## config.mk

```make
export PLATFORM = sky130hd
export DESIGN_NAME = i2s_audio_tx
export DESIGN_NICKNAME = d
export VERILOG_FILES = /design/src/rtl/fpgapu_audio_pkg.sv /design/src/rtl/i2s_bclk_gen.sv /design/src/rtl/i2s_audio_tx.sv
export SDC_FILE = /design/constraint.sdc
export NUM_CORES = 1
export LEC_CHECK = 0
export CORE_MARGIN = 2
export CORE_UTILIZATION = 25
export CTS_BUF_LIST = sky130_fd_sc_hd__clkbuf_8
export CTS_CLUSTER_DIAMETER = 120
export CTS_CLUSTER_SIZE = 16
export DETAILED_ROUTE_END_ITERATION = 8
export GPL_TIMING_DRIVEN = 0
export PLACE_DENSITY_LB_ADDON = 0.08
export SYNTH_ARGS = -nofsm -noshare
export SYNTH_HDL_FRONTEND = slang
export SYNTH_SLANG_ARGS = --single-unit
```

## constraint.sdc

```tcl
create_clock -name i_clk -period 2.1 [get_ports i_clk]
set_input_delay 0.42 -clock i_clk [delete_from_list [all_inputs] [get_ports i_clk]]
set_output_delay 0.42 -clock i_clk [all_outputs]
set_load 0.005 [all_outputs]
```

## src/rtl/fpgapu_audio_pkg.sv

```systemverilog
// Shared audio constants and sample-format helpers for the audio sinks.
// Samples arrive as unsigned offset-binary; DAC slots expect left-justified two's complement.
package fpgapu_audio_pkg;

    localparam int AUDIO_SAMPLE_WIDTH = 9;
    localparam int I2S_SLOT_WIDTH     = 16;
    localparam int I2S_WORD_MAX_W     = 32;

    // Flipping the MSB turns offset-binary into two's complement; the shift left-justifies with zero fill.
    function automatic logic [I2S_WORD_MAX_W-1:0] to_i2s_word(
        input logic [I2S_WORD_MAX_W-1:0] sample,
        input int                        sample_w,
        input int                        slot_w
    );
        logic [I2S_WORD_MAX_W-1:0] signed_val;
        signed_val = sample ^ (I2S_WORD_MAX_W'(1) << (sample_w - 1));
        return signed_val << (slot_w - sample_w);
    endfunction

endpackage

```

## src/rtl/i2s_bclk_gen.sv

```systemverilog
// I2S bit-clock divider: toggles o_bclk every CLK_DIV system clocks and flags
// the cycle in which BCLK is about to fall.
module i2s_bclk_gen #(
    parameter int CLK_DIV = 4
) (
    input  logic i_clk,
    input  logic i_rst_n,
    output logic o_bclk,
    output logic o_fall_tick
);

    localparam int                DIV_W  = (CLK_DIV > 1) ? $clog2(CLK_DIV) : 1;
    localparam logic [DIV_W-1:0]  DIV_TC = DIV_W'(CLK_DIV - 1);

    logic [DIV_W-1:0] div_cnt;
    logic             at_tc;

    assign at_tc       = (div_cnt == DIV_TC);
    assign o_fall_tick = at_tc & o_bclk;

    always_ff @(posedge i_clk or negedge i_rst_n) begin
        if (!i_rst_n) begin
            div_cnt <= '0;
            o_bclk  <= 1'b0;
        end else if (at_tc) begin
            div_cnt <= '0;
            o_bclk  <= ~o_bclk;
        end else begin
            div_cnt <= div_cnt + 1'b1;
        end
    end

endmodule

```

## src/rtl/i2s_audio_tx.sv

```systemverilog
// Mono I2S transmitter: one-entry holding register feeding a Philips-format
// serialiser that sends each sample in both the left and right slots.
module i2s_audio_tx
    import fpgapu_audio_pkg::*;
#(
    parameter int CLK_DIV      = 4,
    parameter int SAMPLE_WIDTH = AUDIO_SAMPLE_WIDTH,
    parameter int SLOT_WIDTH   = I2S_SLOT_WIDTH
) (
    input  logic                    i_clk,
    input  logic                    i_rst_n,
    input  logic [SAMPLE_WIDTH-1:0] i_sample,
    input  logic                    i_sample_valid,
    output logic                    o_sample_ready,
    output logic                    o_bclk,
    output logic                    o_lrclk,
    output logic                    o_sd,
    output logic                    o_underrun
);

    localparam int FRAME_BITS = 2 * SLOT_WIDTH;
    localparam int K_W        = $clog2(FRAME_BITS);
    localparam int IDX_W      = (SLOT_WIDTH > 1) ? $clog2(SLOT_WIDTH) : 1;

    localparam logic [K_W-1:0]          K_LAST   = K_W'(FRAME_BITS - 1);
    localparam logic [K_W-1:0]          K_RIGHT  = K_W'(SLOT_WIDTH);
    localparam logic [SAMPLE_WIDTH-1:0] MIDSCALE = {1'b1, {(SAMPLE_WIDTH-1){1'b0}}};

    logic                    fall_tick;
    logic [K_W-1:0]          bit_cnt;
    logic [K_W-1:0]          bit_cnt_nxt;
    logic [K_W-1:0]          pos_in_slot;
    logic [IDX_W-1:0]        sd_idx;
    logic [SLOT_WIDTH-1:0]   cur_word;
    logic [SAMPLE_WIDTH-1:0] cur_sample;
    logic [SAMPLE_WIDTH-1:0] hold_data;
    logic                    hold_full;
    logic                    frame_load;
    logic                    xfer;
    logic                    lrclk_nxt;
    logic                    sd_nxt;

    i2s_bclk_gen #(
        .CLK_DIV(CLK_DIV)
    ) u_bclk_gen (
        .i_clk      (i_clk),
        .i_rst_n    (i_rst_n),
        .o_bclk     (o_bclk),
        .o_fall_tick(fall_tick)
    );

    assign o_sample_ready = ~hold_full;
    assign xfer           = i_sample_valid & ~hold_full;

    always_comb begin
        bit_cnt_nxt = (bit_cnt == K_LAST) ? '0 : bit_cnt + 1'b1;
        frame_load  = fall_tick && (bit_cnt_nxt == '0);
        lrclk_nxt   = (bit_cnt_nxt >= K_RIGHT);
        cur_word    = SLOT_WIDTH'(to_i2s_word(I2S_WORD_MAX_W'(cur_sample), SAMPLE_WIDTH, SLOT_WIDTH));
        // The bit driven on entering k+1 is word position k (one-BCLK I2S delay),
        // so the current counter value directly indexes the frame word.
        pos_in_slot = (bit_cnt >= K_RIGHT) ? bit_cnt - K_RIGHT : bit_cnt;
        sd_idx      = IDX_W'(SLOT_WIDTH - 1) - IDX_W'(pos_in_slot);
        sd_nxt      = cur_word[sd_idx];
    end

    always_ff @(posedge i_clk or negedge i_rst_n) begin
        if (!i_rst_n) begin
            bit_cnt    <= K_LAST;
            o_lrclk    <= 1'b0;
            o_sd       <= 1'b0;
            o_underrun <= 1'b0;
            hold_full  <= 1'b0;
            hold_data  <= '0;
            cur_sample <= MIDSCALE;
        end else begin
            o_underrun <= 1'b0;
            if (fall_tick) begin
                bit_cnt <= bit_cnt_nxt;
                o_lrclk <= lrclk_nxt;
                o_sd    <= sd_nxt;
            end
            if (frame_load && hold_full) begin
                cur_sample <= hold_data;
                hold_full  <= 1'b0;
            end else begin
                // Empty at frame start: repeat the last sample; a same-cycle
                // transfer is still captured for the following frame.
                if (frame_load) begin
                    o_underrun <= 1'b1;
                end
                if (xfer) begin
                    hold_data <= i_sample;
                    hold_full <= 1'b1;
                end
            end
        end
    end

endmodule

```

* Word-level counts from Yosys, hierarchy flattened
Cells that the tools add are included.
** Cells by class
- $add $sub $neg :: 4
- Multipliers :: 0
- Div/mod/pow operators :: 0
- $lt $le $gt $ge :: 3
- Equal/unequal tests :: 2
- Shift operators :: 0
- Mux-type cells :: 9
- Bitwise logic cells :: 6
- Reductions and logical operators :: 5
** Operators with widths (number)
- $ge A5 B5 Y1 const B :: 2
- $add A5 B1 Y5 const B :: 1
- $eq A5 B5 Y1 const B :: 1
- $logic_not A5 Y1 :: 1
- $lt A4 B5 Y1 const B :: 1
- $mux W1 :: 5
- $mux W5 :: 1
- $bmux W1 S4 :: 1
- $mux W4 :: 1
- $not A1 Y1 :: 4
- $sub A4 B1 Y4 const B :: 1
- $sub A4 B4 Y4 const A :: 1
- $add A2 B1 Y2 const B :: 1
- $and A1 B1 Y1 :: 2
- $eq A2 B2 Y1 const B :: 1
- $logic_and A1 B1 Y1 :: 2
- $mux W2 :: 1
- $reduce_and A2 Y1 :: 1
- $reduce_bool A2 Y1 :: 1
** Storage, ports and cells
- Register bits :: 30
- Latch bits :: 0
- Memory bits (writable) :: 0
- Bits in read-only memories :: 0
- Bits of input ports :: 12
- Logic and storage cells :: 38
- Memories :: 0

* Logic depth before layout (Yosys ltp)
Gate-level depths: netlist of run 1.
- Depth in word-level cells :: 7
- Depth in mapped cells :: 8
- Mapped depth without buffers :: 7

* Cells and area by module
Synthesis of run 1 repeated with hierarchy kept, for this count alone.
** Second synthesis, totals
- Cell total of the unflattened synthesis :: 98
- Area total of the unflattened synthesis :: 1350.0 µm²
** Modules (own cells, without submodules)
- i2s_audio_tx :: instances 1, cells an instance 91, area an instance 1242.4 µm², seq. area each 683.2 µm²
- i2s_bclk_gen :: instances 1, cells an instance 7, area an instance 107.6 µm², seq. area each 75.1 µm²

* Worst setup path before layout of run 1
No wires, ideal clock.
- Path kind :: register -> register
- From :: reg bit_cnt[1]
- To :: reg cur_sample[0]
- Library setup time :: 0.125 ns
- Arrival time :: 2.154 ns
- Slack :: -0.179 ns
- Cell stages (with the launch flop) :: 9
- Buffers on the path :: 1
- Clock period less this slack :: 2.279 ns
- Cells stage by stage :: dfstp_2 > ha_1 > and3_1 > ha_1 > and2b_1 > mux2i_2 > o211a_1 > buf_6 > mux2_4
** On the way
- Cells in the longest elaborated chain, start to end :: 5
- Elaborated cells on any way between the ends :: 6
- Classes of those cells :: 1 x add/sub; 1 x eq/ne; 1 x mux; 3 x reduce/logical
** Ends and longest elaborated chain
- from (decl) :: line i2s_audio_tx.sv:30 : logic [K_W-1:0] bit_cnt;
- from (signal assigned) :: line i2s_audio_tx.sv:79 : bit_cnt <= bit_cnt_nxt;
- $add A5 B1 Y5 / $eq A5 B5 Y1 (equally long branches) :: line i2s_audio_tx.sv:56 : bit_cnt_nxt = (bit_cnt == K_LAST) ? '0 : bit_cnt + 1'b1;
- $mux W5 (*) :: line i2s_audio_tx.sv:56
- $logic_not A5 Y1 (*) :: line i2s_audio_tx.sv:57 : frame_load = fall_tick && (bit_cnt_nxt == '0);
- $logic_and A1 B1 Y1 (*) :: line i2s_audio_tx.sv:57
- $logic_and A1 B1 Y1 (*) :: line i2s_audio_tx.sv:83 : if (frame_load && hold_full) begin
- to (signal assigned) :: line i2s_audio_tx.sv:84 : cur_sample <= hold_data;
- to (decl) :: line i2s_audio_tx.sv:35 : logic [SAMPLE_WIDTH-1:0] cur_sample;
Mark *: on every way between the ends. The rest lies on a longest branch, timed or not.
A chain may end at the register's enable or synchronous reset.

* Worst setup path after layout of run 1
- From :: reg bit_cnt[0]
- To :: reg cur_sample[5]
The elaborated chain is that of the path after synthesis.

==> results of run 1 <==
metal layers:
metal  vias to the layer above  track usage [%]
li1                        428                -
met1                       422             12.7
met2                        12             16.2
met3                         5             3.56
met4                         0             3.16
met5                         -                0
worst max-delay path, cell delays in order, from the launching register on:
cell and delay, ns:
dfstp_2 0.56, ha_4 0.14, and3_4 0.19, ha_4 0.13
and2b_1 0.18, mux2i_2 0.22, o211a_4 0.25, buf_8 0.14
mux2_4 0.29
worst min-delay path by stage:
| stage | slack [ns] | from | cells past startpoint | end |
|---|---|---|---|---|
| after CTS | 0.21 | i_rst_n | 1 | hold_data[8] |
| after floorplan | 0.12 | i_rst_n | 0 | cur_sample[0] |
| after global placement | 0.41 | u_bclk_gen.div_cnt[0] | 1 | u_bclk_gen.div_cnt[0] |
| after detailed placement | 0.42 | u_bclk_gen.div_cnt[0] | 1 | u_bclk_gen.div_cnt[0] |
| final | 0.17 | i_rst_n | 1 | hold_data[8] |
| after global routing | 0.24 | i_rst_n | 1 | cur_sample[5] |
registers in the layout (all words and copies together) (netlist names):
| name | flops |
|---|---|
| bit_cnt | 5 |
| o_underrun | 1 |
| o_lrclk | 1 |
| u_bclk_gen.o_bclk | 1 |
| hold_data | 9 |
| o_sd | 1 |
| cur_sample | 9 |
| u_bclk_gen.div_cnt | 2 |
| hold_full | 1 |
cell usage after synthesis (2+ instances only):
cell type,count
o211ai_1,2
ha_1,4
o21ai_0,4
buf_6,2
mux2_2,10
clkbuf_1,2
mux2_4,9
o211a_1,2
mux2i_1,3
nor2_1,7
dfrtp_1,24
dfstp_2,6
nand3_1,2
nand2_1,10
report_power, final:
part,switching [mW],internal [mW],leakage [nW]
Combinational,0.0171,0.0319,0.352
Clock,0.211,0.259,0.0524
Sequential,0.00975,0.599,0.374
Total,0.238,0.890,0.778
stage by stage:
stage                     instances  hold WS (ns)  TNS (ns)  utilization (%)
final                           207         0.174    -0.877             33.9
after global routing            207         0.240     -1.60             33.9
after CTS                       207         0.210    -0.886             33.8
after detailed placement        192         0.422     -2.10             30.5
after global placement          192         0.414     -2.93             30.6
after floorplan                 104         0.124    -0.739                -
logic make-up (layout without fill, tap and decap cells):
kind of cell / after synthesis / count (layout) / synth area share, %
XOR/XNOR: 2 / 2 / 1.27
AND/OR/NAND/NOR: 29 / 29 / 10.5
multiplexers: 23 / 23 / 21.2
buffers and inverters: 6 / 37 / 3.00
flip-flops: 30 / 30 / 55.1
AO/OA/AOI/OAI: 10 / 10 / 5.28
adder cells (fa/ha/maj): 4 / 4 / 3.64
area by class of cell:
type                            instances  area, µm²  share of cell area [%]
Clock buffer                            6       82.6                    4.51
Timing Repair Buffer                   23        231                    12.6
Clock inverter                          2       8.76                   0.478
Sequential cell                        30        758                    41.4
Multi-Input combinational cell         68        613                    33.4
Buffer                                  5       45.0                    2.46
Inverter                                1       3.75                   0.205
Tap cell                               72       90.1                    4.91
timing repair:
action	in CTS	in global routing
gates cloned	1	0
setup endpoints to repair	10	10
buffers inserted	6	0
hold buffers	0	0
pin swaps	3	1
resized for setup	3	2
==> impl_results.md, run 1 <==
* Final hold violations at 0
* Clk sink count at 30
* Area grow syn2layout at 33.3%
* Synthesized net count at 120
* Average size of a mapped cell at 13.2 µm²
* Leak Pwr at 0.778 nW
* Core Box Area at 5410 µm²
* Vias in the first global route at 965
* Worst-path clk slew at 0.07 ns
* Final setup viols at 9
* Power Total at 1.13 mW
* Outcome: complete, but fails checks
* Async SR Flop Fraction at 100%
* Layout cell share with drive strength beyond 1 at 37.0%
* WL/cell at 12.7 µm
* CTS tree: built
* FMAX at 0.452 GHz
* Area fraction of the dominant cell type after synthesis at 43.7%
* Die Span Y at 78.2 µm
* Failing checks: negative setup slack
* Post-route cell area at 1830 µm²
* Pre-CTS WS at -0.240 ns
* Sequential share of the synthesized area at 55.1%
* DRC viols at 0
* WS Path Type: reg2reg
* Reg2reg start: bit_cnt[0]
* Fillers at 560
* Avg Vias per Cell at 4.19
* Flop-to-flop setup slack at -0.11 ns
* Pin count of the biggest net entering global routing at 31
* Port buffer count at 16
* Initial DRT Pass Iterations at 3
* Max-slew violation count at 0
* DR WL met3 at 97 µm
* RR Endpoint: cur_sample[5]
* Routed Antenna Nets at 0
* Required @ worst endpoint at 2.26 ns
* Tcrit/Tclk final at 105%
* Placed Area at 1650 µm²
* CP max FO at 5
* Primary FF master, synth: dfrtp_1
* Most frequent cells in the layout: dfrtp_1, clkdlybuf4s50_1, nand2_1, mux2_2, mux2_4
* H-tree Lvls at 2
* Commonest non-fill, non-tap cell in the layout: dfrtp_1
* Worst setup EP type: register
* Nets at 150
* Drt total wl at 2640 µm
* Initial antenna violation count at 0
* Synth cell types at 31
* Final min period at 2.21 ns
* Top cells by area, synth: dfrtp_1, dfstp_2, mux2_4
* Vias at 867
* DIE WIDTH at 78.2 µm
* Final Wtd Congestion at 0.653
* Initial Util at 25.4%
* Root buf cell: clkbuf_8
* Data arrival time of the worst path at 2.37 ns
* DP Wirelength at 1720 µm
* Crit path to: cur_sample[5]
* M1 wire length at 1210 µm
* Max-cap viol count at 0
* Yosys top cell by area: dfrtp_1
* Cells after Synth at 104
* DIE AREA at 6110 µm²
* Clock Tree Buf Depth at 2
* Syn Std Cell Area at 1380 µm²
* DR top layer: met4
* RSZ-0062 raised after global routing: true
* CTS Buf Count at 5
* Iter 0 DRT Violations at 36
* Max VDD drop at 0.284 mV
* Worst-margin pin slew at 0.676 ns
* Register-to-Register Path Depth at 8
* GRT overflow at 0
* Row cnt at 27
* Total GRT Usage at 10.1%
* Met2 WL post-DR at 1300 µm
* Critical path origin: bit_cnt[0]
* Antenna fix cells at 0
* PD cells at 615 nW/µm²
* Worst min path class: in2async
* Fin worst setup slack at -0.113 ns
* Number of flops mapped to enable cells by yosys at 0
* Top-Level Pins at 17
* Final setup skew at 0.00572 ns
* #FFs+latches synth at 30
* Worst Setup Start Kind: register
* Clk_lat worst skew at 0.28 ns
* First-pass GRT wire length at 4660 µm
* Slew HR at 54.9%
* Synth warnings at 0
Power figures use the tool's default switching activity.
==> run 2: changes to the inputs <==
- GPL_TIMING_DRIVEN: 0 -> unset
- PLACE_DENSITY: unset -> 0.5
- PLACE_DENSITY_LB_ADDON: 0.08 -> unset
==> impl_results.md, run 2 (synthesized netlist as in run 1, its figures left out) <==
* Setup_tns at -0.205 ns (+0.673 ns)
* CP bufs+invs at 1 (unchanged)
* First-pass GRT wire length at 4280 µm (-8.0%)
* PD cells at 604 nW/µm² (-1.8%)
* Initial DRT Pass Iterations at 4 (+1)
* FMAX at 0.470 GHz (+4.0%)
* DIE WIDTH at 78.2 µm (unchanged)
* Core Box Area at 5410 µm² (unchanged)
* Cell mode on critical path: ha_4
* CP max stage cell: dfstp_2
* Number of cells after detailed placement at 199 (+3.6%)
* Max-slew violation count at 0 (unchanged)
* Slew HR at 75.8% (+21 points)
* Commonest non-fill, non-tap cell in the layout: dfrtp_1
* Worst-path clk slew at 0.06 ns (about the same)
* Critical-path cell list: ha_4 -> and3_4 -> ha_4 -> and2b_1 -> mux2i_2 -> o211a_1 -> buf_12 -> mux2_4
* GRT overflow at 0 (unchanged)
* Post-route cell area at 1800 µm² (-1.8%)
* Final hold violations at 0 (unchanged)
* Clock Tree Buf Depth at 2 (unchanged)
* Crit-path leading delay family: flip-flops
* Worst min path class: reg2reg
* NetSw at 0.233 mW (-2.2%)
* Avg Vias per Cell at 4.23 (+1.1%)
* Max VDD drop at 0.404 mV (+42%)
* Clock network power share at 39.2% (-2.5 points)
* Total GRT Usage at 9.05% (-1.0 points)
* Sw frac at 21.4% (+0.29 points)
* Outcome: complete, but fails checks
* Drt total wl at 2340 µm (-11%)
* DIE AREA at 6110 µm² (unchanged)
* Nets at 150 (unchanged)
* Area grow syn2layout at 30.8%
* Iter 0 DRT Violations at 21 (-42%)
* DRC viols at 0 (unchanged)
* Clk_lat worst skew at 0.28 ns (about the same)
* H-tree Lvls at 2 (unchanged)
* Required @ worst endpoint at 2.26 ns (about the same)
* CTS tree: built
* Leak Pwr at 0.773 nW (-0.63%)
* CP max FO at 10 (+5)
* CTS Buf Count at 5 (unchanged)
* Initial antenna violation count at 0 (unchanged)
* Hold slack at 0.429 ns (+0.255 ns)
* Placed Area at 1720 µm² (+4.2%)
* Fin worst setup slack at -0.0278 ns (+0.0849 ns)
* Data arrival time of the worst path at 2.29 ns (-0.08 ns)
* Hold buffers post-CTS at 0 (unchanged)
* Row cnt at 27 (unchanged)
* Critical path's largest stage delay at 0.55 ns (about the same)
* Final setup skew at 0.00485 ns (-0.000867 ns)
* Max-cap viol count at 0 (unchanged)
* Worst setup EP type: register
* Util after Layout at 33.3% (-0.62 points)
* Failing checks: negative setup slack
* Port buffer count at 16 (unchanged)
* Root buf cell: clkbuf_8
* DP Wirelength at 1690 µm (-1.6%)
* Die Span Y at 78.2 µm (unchanged)
* Initial Util at 25.4% (unchanged)
* Internal power at 0.855 mW (-3.9%)
* Worst-margin pin slew at 0.354 ns (-0.322 ns)
* Seq pwr share at 56.0% (+2.0 points)
* RSZ-0062 raised after global routing: true
* Pre-CTS WS at -0.0149 ns (+0.225 ns)
* Top-Level Pins at 17 (unchanged)
* Routed Antenna Nets at 0 (unchanged)
* Fillers at 556 (-0.71%)
* Layout Cells excl Fill at 206 (-0.48%)
* Antenna fix cells at 0 (unchanged)
* WL/cell at 11.4 µm (-11%)
* Vias at 872 (+0.58%)
* Logic gate share of total power at 4.8% (+0.5 points)
* Tcrit/Tclk final at 101% (-4.0 points)
* WS Path Type: reg2reg
* Worst Setup Start Kind: register
* Pin count of the biggest net entering global routing at 31 (unchanged)
* Final Wtd Congestion at 0.768 (+18%)
* Final setup viols at 8 (-1)
* Layout cell share with drive strength beyond 1 at 37.3% (+0.28 points)
* Postcts setup bufs at 0 (-6)
* Most frequent cells in the layout: dfrtp_1, clkdlybuf4s50_1, buf_4
* Top Registers: cur_sample: 9 flops, hold_data: 9 flops, bit_cnt: 5 flops
* Clk sink count at 30 (unchanged)
* Vias in the first global route at 915 (-5.2%)
* Power Total at 1.09 mW (-3.6%)
* Final min period at 2.13 ns (-0.0849 ns)
## run 2: cell count changes in the layout (fill, tap and decap cells not counted), sizes merged
| cell | before | now |
|---|---|---|
| clkbuf | 8 | 5 |
| buf | 11 | 12 |
| clkdlybuf4s50 | 15 | 16 |
| clkinv | 1 | 2 |
| inv | 2 | 1 |
## run 2: area by class of cell
class | count | area, µm² | share of cell area [%]
Clock buffer | 5 | 68.8 | 3.82
Sequential cell | 30 | 758 | 42.1
Inverter | 1 | 3.75 | 0.209
Timing Repair Buffer | 28 | 263 | 14.6
Multi-Input combinational cell | 68 | 606 | 33.7
Clock inverter | 2 | 10.0 | 0.556
Tap cell | 72 | 90.1 | 5.01
## run 2: path summary, 6_finish.rpt
path,startpoint,to,slack (ns),depth (start not counted)
max,bit_cnt[1],cur_sample[5],-0.03,8
max in group asynchronous,i_rst_n,bit_cnt[3],1.26,2
min in group asynchronous,i_rst_n,cur_sample[4],0.53,2
min reg2reg,u_bclk_gen.div_cnt[0],u_bclk_gen.div_cnt[0],0.43,1
max reg2reg,bit_cnt[1],cur_sample[5],-0.03,8
min,u_bclk_gen.div_cnt[0],u_bclk_gen.div_cnt[0],0.43,1
## run 2: routing by layer
| metal | wire length (µm) | vias to the layer above | global-route usage [%] | part of all wire, % |
|---|---|---|---|---|
| met5 | 0 | - | 0 | 0 |
| met2 | 1110 | 16 | 14.1 | 48 |
| met1 | 1080 | 427 | 11.1 | 46 |
| met3 | 93 | 5 | 3.45 | 4.0 |
| li1 | - | 424 | - | - |
| met4 | 51 | 0 | 4.21 | 2.2 |
## run 2: worst register-to-register path, cell delays in order, from the launching register on
cell and delay, ns:
dfstp_2 0.55, ha_4 0.13, and3_4 0.18, ha_4 0.13
and2b_1 0.18, mux2i_2 0.17, o211a_1 0.21, buf_12 0.15
mux2_4 0.30
## run 2: what timing repair did
action	4_1_cts	5_1_grt
setup endpoints to repair	8	9
resized for setup	0	0
pin swaps	1	0
## run 2: power groups by stage
stage,combinational [mW],clock [mW],sequential (mW)
final,0.0519,0.426,0.609
after global routing,0.0577,0.478,0.611
after CTS,0.0539,0.446,0.610
after detailed placement,0.0539,0,0.620
after global placement,0.0514,0,0.619
after floorplan,0.0184,0,0.616
